### config.mk
export PLATFORM = sky130hd
export DESIGN_NAME = arr_out_deskew_flat
export DESIGN_NICKNAME = d
export VERILOG_FILES = /design/src/rtl/arr_out_deskew_if.sv /design/src/rtl/arr_out_deskew.sv /design/src/flat_wrapper.sv
export SDC_FILE = /design/constraint.sdc
export NUM_CORES = 1
export LEC_CHECK = 0
export CORE_ASPECT_RATIO = 1.2
export CORE_MARGIN = 1.5
export CORE_UTILIZATION = 45
export DETAILED_ROUTE_END_ITERATION = 16
export GPL_TIMING_DRIVEN = 0
export PLACE_DENSITY = 0.79
export SYNTH_ARGS = -nofsm -noshare
export SYNTH_HDL_FRONTEND = slang
export SYNTH_SLANG_ARGS = --single-unit
export TNS_END_PERCENT = 20
### constraint.sdc
create_clock -name clk -period 3.8 [get_ports clk]
set_input_delay 0.76 -clock clk [delete_from_list [all_inputs] [get_ports clk]]
set_output_delay 0.76 -clock clk [all_outputs]
set_load 0.005 [all_outputs]
### src/rtl/arr_out_deskew_if.sv
// Bus between the 4x4 array output columns, the deskew block and the row consumer.
// The environment (array plus consumer) takes the master side and the deskew block takes the slave side.
interface arr_out_deskew_if #(
   parameter int unsigned CW    = 24,
   parameter int unsigned DEPTH = 4
);
   logic                     in_vld;
   logic [CW-1:0]            c1_out;
   logic [CW-1:0]            c2_out;
   logic [CW-1:0]            c3_out;
   logic [CW-1:0]            c4_out;
   logic [4*CW-1:0]          out_data;
   logic [7:0]               out_idx;
   logic                     out_vld;
   logic                     out_rdy;
   logic [$clog2(DEPTH):0]   fifo_cnt;
   logic                     drop_err;

   modport master (
      output in_vld, c1_out, c2_out, c3_out, c4_out, out_rdy,
      input  out_data, out_idx, out_vld, fifo_cnt, drop_err
   );

   modport slave (
      input  in_vld, c1_out, c2_out, c3_out, c4_out, out_rdy,
      output out_data, out_idx, out_vld, fifo_cnt, drop_err
   );
endinterface

### src/rtl/arr_out_deskew.sv
// Realigns the skewed column outputs of a 4x4 array into whole rows and queues
// each row with its index in a first-word-fall-through result FIFO.
module arr_out_deskew #(
   parameter int unsigned LAT   = 4,
   parameter int unsigned CW    = 24,
   parameter int unsigned DEPTH = 4
) (
   input logic             clk,
   input logic             rst_n,
   input logic             flush,
   input logic             err_clr,
   arr_out_deskew_if.slave bus
);
   localparam int unsigned AW   = $clog2(DEPTH);
   localparam int unsigned NTRK = LAT + 3;
   localparam logic [AW:0] FULL_CNT = (AW+1)'(DEPTH);

   typedef logic [4*CW-1:0]   row_t;
   typedef logic [4*CW+7:0]   entry_t;

   logic [NTRK-1:0]      trk;
   logic [2:0][CW-1:0]   h1;
   logic [1:0][CW-1:0]   h2;
   logic [CW-1:0]        h3;

   entry_t               mem [DEPTH];
   logic [AW-1:0]        wr_ptr;
   logic [AW-1:0]        rd_ptr;
   logic [AW:0]          cnt;
   logic [7:0]           wr_idx;
   logic                 drop_err_q;

   logic                 push;
   logic                 pop;
   logic                 full;
   logic                 empty;
   logic                 do_push;
   logic                 drop;
   row_t                 row;
   entry_t               head;

   always_comb begin
      push    = trk[NTRK-1];
      full    = (cnt == FULL_CNT);
      empty   = (cnt == '0);
      pop     = !empty && bus.out_rdy;
      // a pop frees the head slot in the same edge, so a full FIFO can still take a row
      do_push = push && (!full || pop) && !flush;
      drop    = push && full && !pop && !flush;
      row     = {bus.c4_out, h3, h2[1], h1[2]};
      head    = mem[rd_ptr];
   end

   always_ff @(posedge clk or negedge rst_n) begin
      if (!rst_n) begin
         trk    <= '0;
         h1     <= '0;
         h2     <= '0;
         h3     <= '0;
         wr_ptr <= '0;
         rd_ptr <= '0;
         cnt    <= '0;
         wr_idx <= '0;
      end else if (flush) begin
         trk    <= '0;
         h1     <= '0;
         h2     <= '0;
         h3     <= '0;
         wr_ptr <= '0;
         rd_ptr <= '0;
         cnt    <= '0;
         wr_idx <= '0;
      end else begin
         trk <= {trk[NTRK-2:0], bus.in_vld};

         // early columns ride along with their row until c4 arrives
         h1[0] <= trk[LAT-1] ? bus.c1_out : '0;
         h1[1] <= h1[0];
         h1[2] <= h1[1];
         h2[0] <= trk[LAT]   ? bus.c2_out : '0;
         h2[1] <= h2[0];
         h3    <= trk[LAT+1] ? bus.c3_out : '0;

         if (do_push) begin
            wr_ptr <= wr_ptr + AW'(1);
            wr_idx <= wr_idx + 8'd1;
         end
         if (pop) begin
            rd_ptr <= rd_ptr + AW'(1);
         end
         case ({do_push, pop})
            2'b10:   cnt <= cnt + (AW+1)'(1);
            2'b01:   cnt <= cnt - (AW+1)'(1);
            default: cnt <= cnt;
         endcase
      end
   end

   always_ff @(posedge clk) begin
      if (do_push) begin
         mem[wr_ptr] <= {wr_idx, row};
      end
   end

   always_ff @(posedge clk or negedge rst_n) begin
      if (!rst_n) begin
         drop_err_q <= 1'b0;
      end else if (drop) begin
         drop_err_q <= 1'b1;
      end else if (err_clr) begin
         drop_err_q <= 1'b0;
      end
   end

   assign bus.out_vld  = !empty;
   assign bus.out_data = empty ? '0 : head[4*CW-1:0];
   assign bus.out_idx  = empty ? '0 : head[4*CW+7:4*CW];
   assign bus.fifo_cnt = cnt;
   assign bus.drop_err = drop_err_q;

endmodule

### src/flat_wrapper.sv
// flat-port wrapper written by rule: the top's interface ports become plain ports
module arr_out_deskew_flat 
#(
   parameter int unsigned LAT   = 4,
   parameter int unsigned CW    = 24,
   parameter int unsigned DEPTH = 4
)
  (clk, rst_n, flush, err_clr, bus_in_vld, bus_c1_out, bus_c2_out, bus_c3_out, bus_c4_out, bus_out_rdy, bus_out_data, bus_out_idx, bus_out_vld, bus_fifo_cnt, bus_drop_err);
  arr_out_deskew_if #(.CW(CW), .DEPTH(DEPTH)) bus_i ();
  input logic clk;
  input logic rst_n;
  input logic flush;
  input logic err_clr;
  input wire logic [$bits(bus_i.in_vld)-1:0] bus_in_vld;
  input wire logic [$bits(bus_i.c1_out)-1:0] bus_c1_out;
  input wire logic [$bits(bus_i.c2_out)-1:0] bus_c2_out;
  input wire logic [$bits(bus_i.c3_out)-1:0] bus_c3_out;
  input wire logic [$bits(bus_i.c4_out)-1:0] bus_c4_out;
  input wire logic [$bits(bus_i.out_rdy)-1:0] bus_out_rdy;
  output wire logic [$bits(bus_i.out_data)-1:0] bus_out_data;
  output wire logic [$bits(bus_i.out_idx)-1:0] bus_out_idx;
  output wire logic [$bits(bus_i.out_vld)-1:0] bus_out_vld;
  output wire logic [$bits(bus_i.fifo_cnt)-1:0] bus_fifo_cnt;
  output wire logic [$bits(bus_i.drop_err)-1:0] bus_drop_err;
  assign bus_i.in_vld = bus_in_vld;
  assign bus_i.c1_out = bus_c1_out;
  assign bus_i.c2_out = bus_c2_out;
  assign bus_i.c3_out = bus_c3_out;
  assign bus_i.c4_out = bus_c4_out;
  assign bus_i.out_rdy = bus_out_rdy;
  assign bus_out_data = bus_i.out_data;
  assign bus_out_idx = bus_i.out_idx;
  assign bus_out_vld = bus_i.out_vld;
  assign bus_fifo_cnt = bus_i.fifo_cnt;
  assign bus_drop_err = bus_i.drop_err;
  arr_out_deskew #(.LAT(LAT), .CW(CW), .DEPTH(DEPTH)) u_core (.clk(clk), .rst_n(rst_n), .flush(flush), .err_clr(err_clr), .bus(bus_i));
endmodule
Word level (Yosys, flattened, before mapping)
Memory sizes are Yosys's and may differ from the RTL's. Cells that the tools add are included.

Flip-flop bits (word level): 167. Memory bits (writable): 416. Memories kept: 1. Word-level logic and storage cells: 58. Input bits: 102. Output and inout bits: 109.

Reduce and logical (&&, ||, !) cells: 16. Mux-type cells: 21. Add/sub/neg operators: 5. Eq/ne operators: 3.

Memories: u_core.mem (words 4, bits a word 104, read ports 1, clocked after memory_dff 0, write ports 1, line arr_out_deskew.sv:26) `entry_t mem [DEPTH];`.

Operators with widths (count): 24-bit 2-to-1 mux (4); 96-bit 2-to-1 mux (1); 72-bit 2-to-1 mux (1); 48-bit 2-to-1 mux (1); 8-bit 2-to-1 mux (3); 8-bit by 1-bit adder with 8-bit output, second input constant (1); 2-bit 2-to-1 mux (4); 7-bit 2-to-1 mux (1); 1-bit logical AND (6); 3-bit one-hot mux with 2 select lines (1); 2-bit nonzero test (3); 2-bit by 1-bit adder with 2-bit output, second input constant (2); 1-bit logical NOT (4); 1-bit 2-to-1 mux (4); 3-bit by 1-bit adder with 3-bit output, second input constant (1); 3-bit equality test, second input constant (1); 3-bit logical NOT (1); 3-bit 2-to-1 mux (1); 3-bit nonzero test (1); 3-bit by 1-bit subtractor with 3-bit output, second input constant (1); 2-bit by 1-bit equality test with 1-bit output, second input constant (1); 2-bit equality test, second input constant (1); 1-bit logical OR (1).

Depth between registers and ports, before layout
Depth in word-level cells: 9. Depth in mapped cells: 11. Depth with buffers taken out: 8.

Worst setup path before layout
Ideal clock, no wire load.

Path kind: input port to flip-flop. Start point: input bus_out_rdy. End point: memory u_core.mem[0][0] (netlist name), enable pin. Slack: -0.360 ns. Setup time: 0.475 ns. Path buffers: 1. Required time: 3.325 ns. Stages on the path: 5. Arrival: 3.685 ns. Cells stage by stage: nor4b_4 -> nand2b_1 -> buf_4 -> nor2_1 -> and2_1.

Cells in the longest elaborated chain, start to end: 6.

RTL lines: from (decl) (line flat_wrapper.sv:19) `input wire logic [$bits(bus_i.out_rdy)-1:0] bus_out_rdy;`; 1-bit logical AND (line arr_out_deskew.sv:46) `pop = !empty && bus.out_rdy;`; 1-bit logical OR (line arr_out_deskew.sv:48) `do_push = push && (!full || pop) && !flush;`; 1-bit logical AND (2 in a row) (line arr_out_deskew.sv:48); 1-bit 2-to-1 mux (line arr_out_deskew.sv:100) `if (do_push) begin`; 1-bit 2-to-1 mux (not written as such) (line arr_out_deskew.sv:101) `mem[wr_ptr] <= {wr_idx, row};`; to (decl) (line arr_out_deskew.sv:26).

Every way passes these cells.

Worst setup path in the final report
Start point: register u_core.rd_ptr[1]. End point: output bus_out_data[36].

Cells in the longest elaborated chain, start to end: 2.

RTL lines: from (decl) (line arr_out_deskew.sv:28) `logic [AW-1:0] rd_ptr;`; from (signal assigned) (line arr_out_deskew.sv:89) `rd_ptr <= rd_ptr + AW'(1);`; memory read 4 x 104 bit; 96-bit 2-to-1 mux (line arr_out_deskew.sv:116) `assign bus.out_data = empty ? '0 : head[4*CW-1:0];`; to (decl) (line flat_wrapper.sv:20) `output wire logic [$bits(bus_i.out_data)-1:0] bus_out_data;`.

Every way passes these cells.

==> results.py <==
metrics = {
    "run_status": {
        "run_status": "complete, no violations",
    },
    "clock_network": {
        "clock_latency_ps": 590,
        "htree_levels": 2,
        "cts_tree": "done",
        "cts_hold_buf": 0,
        "clockRootBuffer": "clkbuf_16",
        "cts_num_sinks": 583,
        "clk_pin_slew_ps": 60,
        "cts_buffer_depth": 3,
        "cts_buffers": 53,
    },
    "final_layout": {
        "drive_gt1_share_pct": 17.01,
        "antenna_cells": 0,
        "fin_nets": 1463,
        "final-instance-count-excl-fill": 2022,
        "area_growth_pct": 23.32,
        "seqCellArea_um2": 16670,
        "multi_input_area_um2": 4483,
        "fillers": 3547,
    },
    "yosys": {
        "yosys_warnings": 0,
        "ys_ff_latch": 583,
        "synth.avg_cell_area_um2": 19.85,
        "mappedNetlistArea_um2": 21450,
        "seq_area_frac_synth_pct": 77.70,
        "syn_nets": 1189,
        "ys_types": 34,
        "postSynthCellCount": 1081,
    },
    "global_routing": {
        "grt_pass1_vias": 10933,
        "antenna_found_initial": 0,
        "track_usage_pct": 17.06,
        "grt_pass1_wl_mm": 63.17,
        "grt_max_degree": 87,
        "globalRouteOverflowTotal": 0,
    },
    "sta": {
        "hold_viol": 0,
        "slew_headroom_pct": 41.44,
        "final.setup.worst_slack_ps": 213.6,
        "period_minus_slack_ps": 3586,
        "worst_pin_slew_ps": 876.6,
        "finalSetupViolations": 0,
        "fin_skew_ps": 18.39,
        "fmax_mhz": 278.8,
        "tns_ps": 0,
        "fin_crit_sh_pct": 94.38,
        "rsz0062_at_grt": "no",
        "maxSlewViolCount": 0,
    },
    "job": {
        "cap_violations": 0,
    },
    "pwr": {
        "power_frac_comb_pct": 6.1,
        "ir_worst_vdd_v": 0.0003403,
        "power_leakage_uw": 0.008742,
        "clock_power_share_pct": 42.0,
        "p_sw_uw": 2624,
        "p_per_area_nw_per_um2": 493.8,
        "seq_power_share_pct": 51.9,
        "p_int_uw": 10440,
        "swShare_pct": 20.09,
    },
    "critical_path": {
        "start_kind": "register",
        "worstPathCellList": "buf_2, buf_2, buf_2, mux4_2, and2_1, clkdlybuf4s50_1",
        "worstPathRequired_ps": 3040,
        "r2r_cells": 11,
        "crit_type": "reg -> out",
        "worst_r2r_endpoint": "u_core.bus.fifo_cnt[2]$_DFFE_PN0P_",
        "crit_slowest_cell": "clkdlybuf4s50_1",
        "slowest_delay_ps": 520,
        "crit_top_cell": "buf_2",
        "crit_path_end_kind": "output pin",
        "cp.arrival_ps": 2830,
        "r2r_setup_slack_ps": 980,
        "cp_max_fo": 10,
        "r2r_start": "u_core.bus.fifo_cnt[0]$_DFFE_PN0P_",
    },
    "routing": {
        "drc": 0,
        "ant_nets": 0,
        "drt_first_pass_iters": 4,
        "viasPerCell": 5.050,
        "post_drt_wl_per_cell_um": 20.21,
        "wl_mm": 40.87,
        "first_iter_violations": 520,
        "vias": 10212,
    },
    "floorplan": {
        "die_y_um": 242.2,
        "coreArea_um2": 47030,
        "start_util_pct": 45.62,
        "die_x_um": 202.3,
        "fp-row-count": 87,
        "ios": 211,
        "dieArea_um2": 49000,
    },
    "placement": {
        "dp_cells": 1923,
        "routabilityCongestion": 0.7780,
        "dp_hpwl_mm": 25.58,
        "numPortBuffers": 210,
        "dp_slack_ps": 328.0,
    },
    "min_path": {
        "min_path_type": "in -> async",
    },
}
==> state kept, by name, summed over array words and instances, names as in the netlist <==
name / cells
u_core.wr_ptr: 2
u_core.h2: 48
u_core.h1: 72
u_core.wr_idx: 8
u_core.bus.fifo_cnt: 3
u_core.bus.drop_err: 1
u_core.rd_ptr: 2
u_core.trk: 7
u_core.mem: 416
u_core.h3: 24
==> metrics by stage <==
step	utilization (%)	hold WS (ps)	instance area [µm²]	power, µW
finish	56.26	125.0	26460	13060
global route	56.26	165.2	26460	13480
CTS	56.26	134.9	26450	13210
detailed placement	52.31	446.3	24600	7728
global placement	51.75	440.3	24340	7719
floorplan	-	438.5	21460	7216
==> power by group through the flow <==
stage,Sequential (µW),Clock [µW],Combinational [µW]
after floorplan,6910,0,303
after global placement,6910,0,805
after detailed placement,6910,0,815
after CTS,6780,5610,821
after global routing,6780,5840,861
final,6780,5490,794
==> Yosys cell counts <==
library cell  instances  share of area [%]
buf_6                 8               0.42
and3b_1               1              0.041
nand2_1               4              0.070
nor2b_1              81                2.4
a31oi_1               1              0.029
nor3b_1               3               0.10
and2_1              180                5.2
mux2i_1               2              0.093
a22o_1                1              0.041
nor2_1               15               0.26
or3b_1                1              0.041
mux4_2              104                 11
nor4_1                1              0.029
dfrtp_1             167                 19
o21ai_0               4              0.093
nor4b_4               1               0.11
inv_1                 4              0.070
edfxtp_1            416                 58
nor4b_1               1              0.041
ha_1                  5               0.29
fa_1                  1              0.093
or3_1                 2              0.058
nor3_1                3              0.070
clkbuf_1             30               0.52
a21oi_1               6               0.14
xor2_1                3               0.12
nand2b_1              3              0.087
buf_4                 1              0.035
buf_2                17               0.40
a32o_1                1              0.047
nand3b_1              1              0.035
xnor2_1               6               0.24
o31ai_1               1              0.035
nand3_1               6               0.14
==> cell type report <==
class,instances,share of cell area [%]
Sequential cell,583,63.02
Multi-Input combinational cell,438,16.94
Timing Repair Buffer,219,8.900
Clock buffer,75,6.025
Tap cell,623,2.946
Buffer,56,1.121
Clock inverter,24,0.9884
Inverter,4,0.05675
==> how the worst max path moves through the flow <==
stage / from / to / cells after the start
after global placement: rst_n / u_core.h1[14]$_DFF_PN0_ / 1
after floorplan: bus_out_rdy / u_core.mem[1][0]$_DFFE_PP_ / 5
after CTS: u_core.bus.fifo_cnt[1]$_DFFE_PN0P_ / bus_out_idx[5] / 5
after global routing: u_core.bus.fifo_cnt[0]$_DFFE_PN0P_ / bus_out_data[66] / 7
final: u_core.rd_ptr[1]$_DFFE_PN0P_ / bus_out_data[36] / 6
after detailed placement: flush / u_core.mem[2][5]$_DFFE_PP_ / 6
==> layout by cell type (no fill, tap or decap), types with 3 or more instances in the layout <==
cell type,synthesis,final
a21oi_1,6,6
and2_1,180,176
and2_4,0,4
buf_16,0,9
buf_2,17,17
buf_6,8,8
bufinv_16,0,4
clkbuf_1,30,36
clkbuf_16,0,57
clkbuf_8,0,10
clkdlybuf4s50_1,0,209
clkinv_2,0,9
clkinvlp_4,0,6
dfrtp_1,167,166
edfxtp_1,416,416
ha_1,5,5
inv_1,4,4
mux4_2,104,104
nand2_1,4,4
nand2b_1,3,3
nand3_1,6,6
nor2_1,15,15
nor2b_1,81,81
nor3_1,3,3
nor3b_1,3,3
o21ai_0,4,4
xnor2_1,6,6
xor2_1,3,3
==> what timing repair did <==
action / CTS / global route
resized for setup: 0 / 4
hold endpoints to repair: 0 / 0
endpoints found under the setup margin: 0 / 9
setup buffers: 0 / 0
==> critical path, delay by kind of cell, from the launching register on <==
kind	cells	cell delay [ps]
DFF	1	320
muxes	1	340
and+or+nand+nor	1	170
buffers and inverters	4	1420
==> metal layers <==
metal	vias up	GRT usage [%]	share of wire [%]
li1	4590	-	-
met1	5307	21.54	40
met2	252	30.06	53
met3	63	2.637	4.3
met4	0	5.730	2.4
met5	-	0	0
==> logic make-up after synthesis <==
| group | share of synthesized area, % |
|---|---|
| muxes | 11.01 |
| and+or+nand+nor | 8.701 |
| xor gates and xnor gates | 0.3674 |
| DFF | 77.70 |
| buffers and inverters | 1.446 |
| adders and majority gates | 0.3849 |
| AOI/OAI and AO/OA | 0.3850 |
Power figures use the tool's default switching activity.
